### config.mk
export PLATFORM = sky130hd
export DESIGN_NAME = traffic_phase_ctrl
export DESIGN_NICKNAME = d
export VERILOG_FILES = /design/src/rtl/traffic_phase_ctrl.sv
export SDC_FILE = /design/constraint.sdc
export NUM_CORES = 1
export LEC_CHECK = 0
export CAP_MARGIN = 20
export CORE_MARGIN = 2
export CORE_UTILIZATION = 50
export DETAILED_ROUTE_END_ITERATION = 16
export PLACE_DENSITY_LB_ADDON = 0.3
export SYNTH_ARGS = -nofsm -noshare
export SYNTH_HDL_FRONTEND = slang
export SYNTH_SLANG_ARGS = --single-unit
### constraint.sdc
create_clock -name clk -period 3.05 [get_ports clk]
set_clock_uncertainty 0.1 [all_clocks]
set_input_delay 0.915 -clock clk [delete_from_list [all_inputs] [get_ports clk]]
set_output_delay 0.915 -clock clk [all_outputs]
set_load 0.02 [all_outputs]
### src/rtl/traffic_phase_ctrl.sv
// N-approach adaptive signal controller: density-scaled greens, demand-skipping
// round-robin, yellow/all-red clearance and emergency preemption.
module traffic_phase_ctrl #(
  parameter int N_APPR     = 4,
  parameter int IDX_W      = 2,
  parameter int SENS_W     = 2,
  parameter int MIN_GREEN  = 4,
  parameter int GREEN_STEP = 2,
  parameter int YELLOW_T   = 3,
  parameter int ALLRED_T   = 2,
  parameter int CNT_W      = 8
) (
  input  logic                     clk,
  input  logic                     reset,
  input  logic [N_APPR*SENS_W-1:0] sensor,
  input  logic [N_APPR-1:0]        emerg_req,
  output logic [N_APPR-1:0]        green,
  output logic [N_APPR-1:0]        yellow,
  output logic [N_APPR-1:0]        red,
  output logic [IDX_W-1:0]         active_idx,
  output logic                     emerg_active
);
  typedef enum logic [1:0] {ST_ALLRED, ST_GREEN, ST_YELLOW} state_t;

  state_t            state;
  logic [CNT_W-1:0]  timer;
  logic              pend_vld;
  logic [IDX_W-1:0]  pend_idx;

  logic              emerg_any, emerg_other, emerg_self, other_demand, sel_emerg;
  logic [IDX_W-1:0]  emerg_low, emerg_other_low, rr_idx, sel_idx;
  logic [CNT_W-1:0]  sel_time, dwell_time;
  logic [N_APPR-1:0] sel_oh, act_oh;

  function automatic logic [IDX_W-1:0] wrap_idx(input logic [IDX_W-1:0] base, input int k);
    return IDX_W'((int'(base) + k) % N_APPR);
  endfunction

  function automatic logic [SENS_W-1:0] sens_of(input logic [N_APPR*SENS_W-1:0] s,
                                                input logic [IDX_W-1:0] idx);
    return s[int'(idx)*SENS_W +: SENS_W];
  endfunction

  function automatic logic [CNT_W-1:0] green_time(input logic [SENS_W-1:0] d);
    return CNT_W'(MIN_GREEN) + CNT_W'(d) * CNT_W'(GREEN_STEP);
  endfunction

  always_comb begin
    emerg_low       = '0;
    emerg_other_low = '0;
    emerg_other     = 1'b0;
    other_demand    = 1'b0;
    rr_idx          = wrap_idx(active_idx, 1);
    act_oh          = {{(N_APPR-1){1'b0}}, 1'b1} << active_idx;
    emerg_any       = |emerg_req;
    emerg_self      = |(emerg_req & act_oh);
    // Descending scans so the lowest index / nearest successor is written last.
    for (int i = N_APPR-1; i >= 0; i--) begin
      if (emerg_req[i]) emerg_low = IDX_W'(i);
      if (emerg_req[i] && IDX_W'(i) != active_idx) begin
        emerg_other     = 1'b1;
        emerg_other_low = IDX_W'(i);
      end
      if (sensor[i*SENS_W +: SENS_W] != '0 && IDX_W'(i) != active_idx) other_demand = 1'b1;
    end
    for (int k = N_APPR; k >= 1; k--) begin
      if (sens_of(sensor, wrap_idx(active_idx, k)) != '0) rr_idx = wrap_idx(active_idx, k);
    end
    // A pulse that truncated a green is remembered until the next grant.
    if (emerg_any) begin
      sel_idx   = emerg_low;
      sel_emerg = 1'b1;
    end else if (pend_vld) begin
      sel_idx   = pend_idx;
      sel_emerg = 1'b1;
    end else begin
      sel_idx   = rr_idx;
      sel_emerg = 1'b0;
    end
    sel_time   = sel_emerg ? CNT_W'(MIN_GREEN) : green_time(sens_of(sensor, sel_idx));
    sel_oh     = {{(N_APPR-1){1'b0}}, 1'b1} << sel_idx;
    dwell_time = green_time(sens_of(sensor, active_idx));
  end

  always_ff @(posedge clk or negedge reset) begin
    if (!reset) begin
      state        <= ST_ALLRED;
      timer        <= CNT_W'(ALLRED_T);
      green        <= '0;
      yellow       <= '0;
      red          <= '1;
      active_idx   <= IDX_W'(N_APPR-1);
      emerg_active <= 1'b0;
      pend_vld     <= 1'b0;
      pend_idx     <= '0;
    end else begin
      case (state)
        ST_ALLRED: begin
          if (timer > CNT_W'(1)) begin
            timer <= timer - CNT_W'(1);
          end else begin
            state        <= ST_GREEN;
            timer        <= sel_time;
            active_idx   <= sel_idx;
            emerg_active <= sel_emerg;
            pend_vld     <= 1'b0;
            green        <= sel_oh;
            red          <= ~sel_oh;
          end
        end
        ST_GREEN: begin
          if (emerg_active) begin
            if (timer > CNT_W'(1)) begin
              timer <= timer - CNT_W'(1);
            end else if (!emerg_self) begin
              state  <= ST_YELLOW;
              timer  <= CNT_W'(YELLOW_T);
              green  <= '0;
              yellow <= act_oh;
            end
          end else if (emerg_other) begin
            state    <= ST_YELLOW;
            timer    <= CNT_W'(YELLOW_T);
            green    <= '0;
            yellow   <= act_oh;
            pend_vld <= 1'b1;
            pend_idx <= emerg_other_low;
          end else if (!emerg_self) begin
            if (timer > CNT_W'(1)) begin
              timer <= timer - CNT_W'(1);
            end else if (other_demand) begin
              state  <= ST_YELLOW;
              timer  <= CNT_W'(YELLOW_T);
              green  <= '0;
              yellow <= act_oh;
            end else begin
              timer <= dwell_time;
            end
          end
        end
        ST_YELLOW: begin
          if (timer > CNT_W'(1)) begin
            timer <= timer - CNT_W'(1);
          end else begin
            state  <= ST_ALLRED;
            timer  <= CNT_W'(ALLRED_T);
            yellow <= '0;
            red    <= '1;
          end
        end
        default: begin
          state  <= ST_ALLRED;
          timer  <= CNT_W'(ALLRED_T);
          green  <= '0;
          yellow <= '0;
          red    <= '1;
        end
      endcase
    end
  end
endmodule

==> results.json, run 1 <==
{
  "final_cells": 393,
  "r2r_end": "timer[2]",
  "rsz0062_at_grt": "no",
  "required_ps": 3140,
  "clkSlewWorstSetupHoldPaths_ps": 100,
  "yosys.area.top_type_share_pct": 23.7,
  "hold_viol_final": 0,
  "cp-end-kind": "flip-flop",
  "period_share_pct": 97.5,
  "wire_per_inst_um": 17.0,
  "yosysTopAreaCell": "dfrtp_1",
  "reg2reg_from": "active_idx[0]",
  "p_leak_nw": 1.30,
  "power.density_nw_per_um2": 927,
  "antenna_found_initial": 0,
  "port_buffers": 28,
  "design_area_um2": 3010,
  "r2r_cells": 8,
  "synthTopCellsByArea": "dfrtp_1 (24%), dfstp_2 (8.3%), o21ai_0 (5.4%)",
  "firstDrtPassIters": 4,
  "avgViaCountPerCell": 6.21,
  "yosys_warnings": 0,
  "setup_viol": 0,
  "critPathMaxFanout": 4,
  "cp_num_buf_inv": 1,
  "vdd_drop_max_mv": 0.581,
  "start_util_pct": 51.3,
  "drt-initial-drc-count": 281,
  "setup.worst_path.start_class": "input pin",
  "slew_headroom_pct": 63.7,
  "cts_tree": "built",
  "grt_max_degree": 29,
  "tightest_slew_ps": 545,
  "n_antenna_cell": 0,
  "nets": 362,
  "syn-num-nets": 286,
  "cts_made_buffers": 3,
  "clkSinkCount": 28,
  "hold_end": "timer[5]",
  "dpl.hpwl_mm": 4.93,
  "syn_inst": 266,
  "ys_seq_area_share_pct": 32.0,
  "synth_area_per_cell_um2": 8.34,
  "grt_usage_pct": 27.8,
  "wl_mm": 6.68,
  "drcViolationCount": 0,
  "async_reset_ff_share_pct": 100,
  "slew_viol_final": 0,
  "synth.most_common_cell": "nand2_1",
  "htreeDepth": 1,
  "dpl_cell_area_um2": 2920,
  "grt_overflow": 0,
  "path_cells": "dlygate4sd2_1 -> or2_4 -> mux4_2 -> o31a_1 -> nor3b_2 -> nor4_2 -> mux2_4 -> a21o_1",
  "min_path_cells": 2,
  "synthTopCellsByCount": "nand2_1 (31), nor2_1 (27), o21ai_0 (24)",
  "hp-start": "timer[5]",
  "layout-drive-gt1-share_pct": 28.7,
  "r2r_setup_slack_ps": 160,
  "ctsRootBufferMaster": "clkbuf_8",
  "ys_ff_latch": 28,
  "insertion_delay_ps": 280,
  "slowest_delay_ps": 540,
  "finalWeightedCongestion": 0.938,
  "die_h_um": 70.6,
  "vias": 2442,
  "path_class": "input pin to flip-flop",
  "critPathTopFamily": "multiplexers",
  "status": "completed",
  "synth_edf_count": 0,
  "fmax_mhz": 336,
  "fin_util_pct": 69.7,
  "hold_path.class": "flip-flop to flip-flop",
  "arrival_ps": 3060,
  "core_region_area_um2": 4320,
  "clock_path_buffers": 2,
  "die_x_um": 70.6,
  "cp_slowest_cell": "mux4_2",
  "ys_types": 60,
  "maxCapViolations": 0,
  "min_period_ps": 2970,
  "syn_to_final_growth_pct": 35.9,
  "grt_pass1_wl_mm": 11.2,
  "ys.flop_type": "dfrtp_1",
  "first_global_vias": 2326,
  "core.rowCount": 24,
  "die-area_um2": 4990,
  "netlist_area_um2": 2220,
  "placedCellCount": 387,
  "ant_nets": 0,
  "pin_count": 29
}
timing repair:
action	4_1_cts	5_1_grt
setup endpoints to repair	11	5
buffers inserted	0	2
gates resized for setup	11	19
hold buffers	0	0
pin swaps	2	5
per-stage QoR:
step | hold slack [ps] | power [mW] | TNS, ps | setup WS [ps]
floorplan | 335 | 1.75 | 0 | 6.48
global route | 432 | 2.98 | 0 | 5.36
detailed placement | 375 | 2.41 | -5940 | -471
global placement | 369 | 2.38 | -5110 | -406
CTS | 419 | 2.74 | 0 | 64.9
finish | 416 | 2.79 | 0 | 75.1
state kept, by name, summed over array words and instances (netlist names):
signal	count
active_idx	2
emerg_active	1
green	4
pend_idx	2
pend_vld	1
red	4
state	2
timer	8
yellow	4
power breakdown:
part	leakage, nW	switching, mW	internal, mW
combinational	0.917	0.899	0.857
clock	0.0357	0.123	0.176
sequential	0.348	0.183	0.555
total	1.30	1.20	1.59
how the worst max path moves through the flow:
stage	startpoint	endpoint	slack, ps	cells after the start
final	sensor[5]	timer[2]	80	8
after detailed placement	sensor[3]	timer[2]	-470	8
after global routing	sensor[5]	timer[2]	5	8
after global placement	sensor[0]	timer[2]	-410	8
after floorplan	sensor[1]	timer[2]	6	8
after CTS	sensor[4]	red[3]	60	9
logic make-up after synthesis:
family                     synth area share, %
muxes                                     5.53
and+or+nand+nor                           25.2
DFF                                       32.0
buffers and inverters                     3.44
xor gates and xnor gates                 0.790
AOI/OAI and AO/OA                         29.7
adders and majority gates                 3.38
worst min-delay path: stages (launching register included):
cell	delay, ps
dfrtp_1	370
nand2_1	60
o41ai_1	60
layout make-up:
| class | count | area (um^2) |
|---|---|---|
| Multi-Input combinational cell | 220 | 1490 |
| Inverter | 6 | 22.5 |
| Sequential cell | 28 | 709 |
| Clock inverter | 1 | 30.0 |
| Tap cell | 52 | 65.1 |
| Timing Repair Buffer | 83 | 657 |
| Fill cell | 363 | 1310 |
| Clock buffer | 3 | 41.3 |
cells in the final DEF, fill, tap and decap left out, types with 3 or more instances in the layout:
cell	Yosys	routed
clkdlybuf4s50_1	0	20
dfstp_2	7	7
nand3_1	6	6
a21oi_1	10	9
dfrtp_1	21	21
o31ai_1	6	5
ha_1	6	6
nor3_1	6	6
clkbuf_8	0	3
o21a_1	4	4
nor2_1	27	26
o21bai_1	5	5
a211oi_1	6	6
nand2b_1	7	6
o21ai_0	24	23
nand2_1	31	31
inv_1	5	5
mux4_2	4	4
or2_2	7	6
o32ai_1	4	4
nor4_1	6	4
buf_4	0	55
a21o_1	5	5
clkbuf_2	0	7
nor2b_1	8	8
a22o_1	8	8
metal layers:
layer  global-route usage [%]  wire [um]  share of wire, %
met3                     2.99        466               7.0
met1                     41.0       3040                46
met2                     44.5       3100                46
met5                        0          0                 0
met4                     6.50         70               1.0
Power figures use the tool's default switching activity.
==> run 2: changes to the inputs <==
- CAP_MARGIN: 20 -> 0
- CORE_ASPECT_RATIO: unset -> 0.75
==> results.json, run 2 (synthesis results as in run 1) <==
{
  "slew_headroom_pct": 62.4,
  "finalWeightedCongestion": 0.910,
  "setup.worst_path.start_class": "input pin",
  "mostFrequentLayoutCell": "buf_4",
  "path_class": "input pin to flip-flop",
  "grt_overflow": 0,
  "status": "completed",
  "port_buffers": 28,
  "power_mw": 2.76,
  "ctsRootBufferMaster": "clkbuf_8",
  "power.density_nw_per_um2": 906,
  "core.rowCount": 20,
  "drcViolationCount": 0,
  "setup-tns-final_ps": 0,
  "clock_path_buffers": 2,
  "drt-initial-drc-count": 180,
  "cp-end-kind": "flip-flop",
  "wire_per_inst_um": 16.4,
  "firstDrtPassIters": 4,
  "vias": 2400,
  "vdd_drop_max_mv": 0.469,
  "htreeDepth": 1,
  "p_leak_nw": 1.31,
  "layout-drive-gt1-share_pct": 27.0,
  "hold_viol_final": 0,
  "antenna_found_initial": 0,
  "clkSinkCount": 28,
  "die-area_um2": 4990,
  "cp_slowest_cell": "mux4_2",
  "insertion_delay_ps": 290,
  "largest_reg_flops": 8,
  "grt_pass1_wl_mm": 10.5,
  "ant_nets": 0,
  "first_global_vias": 2101,
  "tightest_slew_ps": 564,
  "dpl.hpwl_mm": 5.09,
  "syn_to_final_growth_pct": 37.5,
  "clkSlewWorstSetupHoldPaths_ps": 100,
  "start_util_pct": 53.4,
  "dpl_cell_area_um2": 2930,
  "path_cells": "dlygate4sd2_1 -> or2_2 -> mux4_2 -> a2bb2oi_1 -> xnor2_1 -> a21oi_1 -> buf_4 -> o32ai_1 -> o21ai_0",
  "r2r_setup_slack_ps": 170,
  "critPathMaxFanout": 4,
  "slew_viol_final": 0,
  "wl_mm": 6.50,
  "cts_tree": "built",
  "period_share_pct": 96.4,
  "fin_hold_ws_ps": 398,
  "n_antenna_cell": 0,
  "fin_util_pct": 73.4,
  "largest-register": "timer",
  "cts_made_buffers": 3,
  "fmax_mhz": 340,
  "holdBufCountCts": 0,
  "pin_count": 29,
  "hold_path.class": "flip-flop to flip-flop",
  "design_area_um2": 3050,
  "min_period_ps": 2940,
  "slowest_delay_ps": 540,
  "core_region_area_um2": 4150,
  "avgViaCountPerCell": 6.06,
  "arrival_ps": 3040,
  "die_h_um": 61.7,
  "grt_usage_pct": 28.2,
  "final_cell_mix": "buf_4 (54), nand2_1 (31), nor2_1 (26)",
  "required_ps": 3150,
  "nets": 362,
  "grt_max_degree": 29,
  "die_x_um": 80.9,
  "setup_viol": 0,
  "rsz0062_at_grt": "no",
  "maxCapViolations": 0,
  "nFillCells": 313
}
[run 2: final cells by class]
class	count	area, um^2	share of cell area (%)
flip-flops and latches	28	709	23.3
well taps	55	68.8	2.26
multi-input cells	220	1490	48.9
clock buffers	3	41.3	1.35
clock inverters	1	30.0	0.985
inverters	6	22.5	0.739
repair buffers	83	687	22.5
[run 2: final timing paths]
kind	start	endpoint	cells past startpoint
worst min-delay path	green[1]	green[1]	2
worst max register to register	active_idx[0]	red[3]	9
worst min register to register	green[1]	green[1]	2
min in group asynchronous	reset	timer[6]	2
worst max-delay path	sensor[1]	red[3]	9
max in group asynchronous	reset	active_idx[1]	2
[run 2: through the flow]
stage          setup WS (ps)  instances
3_5_place_dp            -546        390
6_report                 111        396
5_1_grt                 3.22        396
3_3_place_gp            -416        390
4_1_cts                  122        396
2_1_floorplan           6.48        266
[run 2: power breakdown]
part	switching, mW	internal, mW
logic	0.881	0.845
registers	0.180	0.556
clock network	0.126	0.176
[run 2: worst max-delay path: cells and delay by family]
kind / cells / cell delay, ps
xor+xnor: 1 / 190
buf+inv: 2 / 450
compound gates: 4 / 620
simple gates: 1 / 330
mux: 1 / 540
[run 2: metal layers]
| layer | part of all wire [%] | track usage [%] | up-vias | routed length [um] |
|---|---|---|---|---|
| met5 | 0 | 0 | - | 0 |
| met4 | 1.7 | 10.2 | 0 | 109 |
| met3 | 6.3 | 4.84 | 11 | 409 |
| met2 | 46 | 42.7 | 79 | 2960 |
| met1 | 46 | 41.0 | 1156 | 3020 |
| li1 | - | - | 1154 | - |
[run 2: repair_timing]
| item | 4_1_cts | 5_1_grt |
|---|---|---|
| setup endpoints to repair | 11 | 1 |
| buffers inserted | 2 | 0 |
| hold endpoints to repair | 0 | 0 |
| resized for setup | 17 | 1 |
| pin swaps | 7 | 0 |
| gates cloned | 0 | 0 |
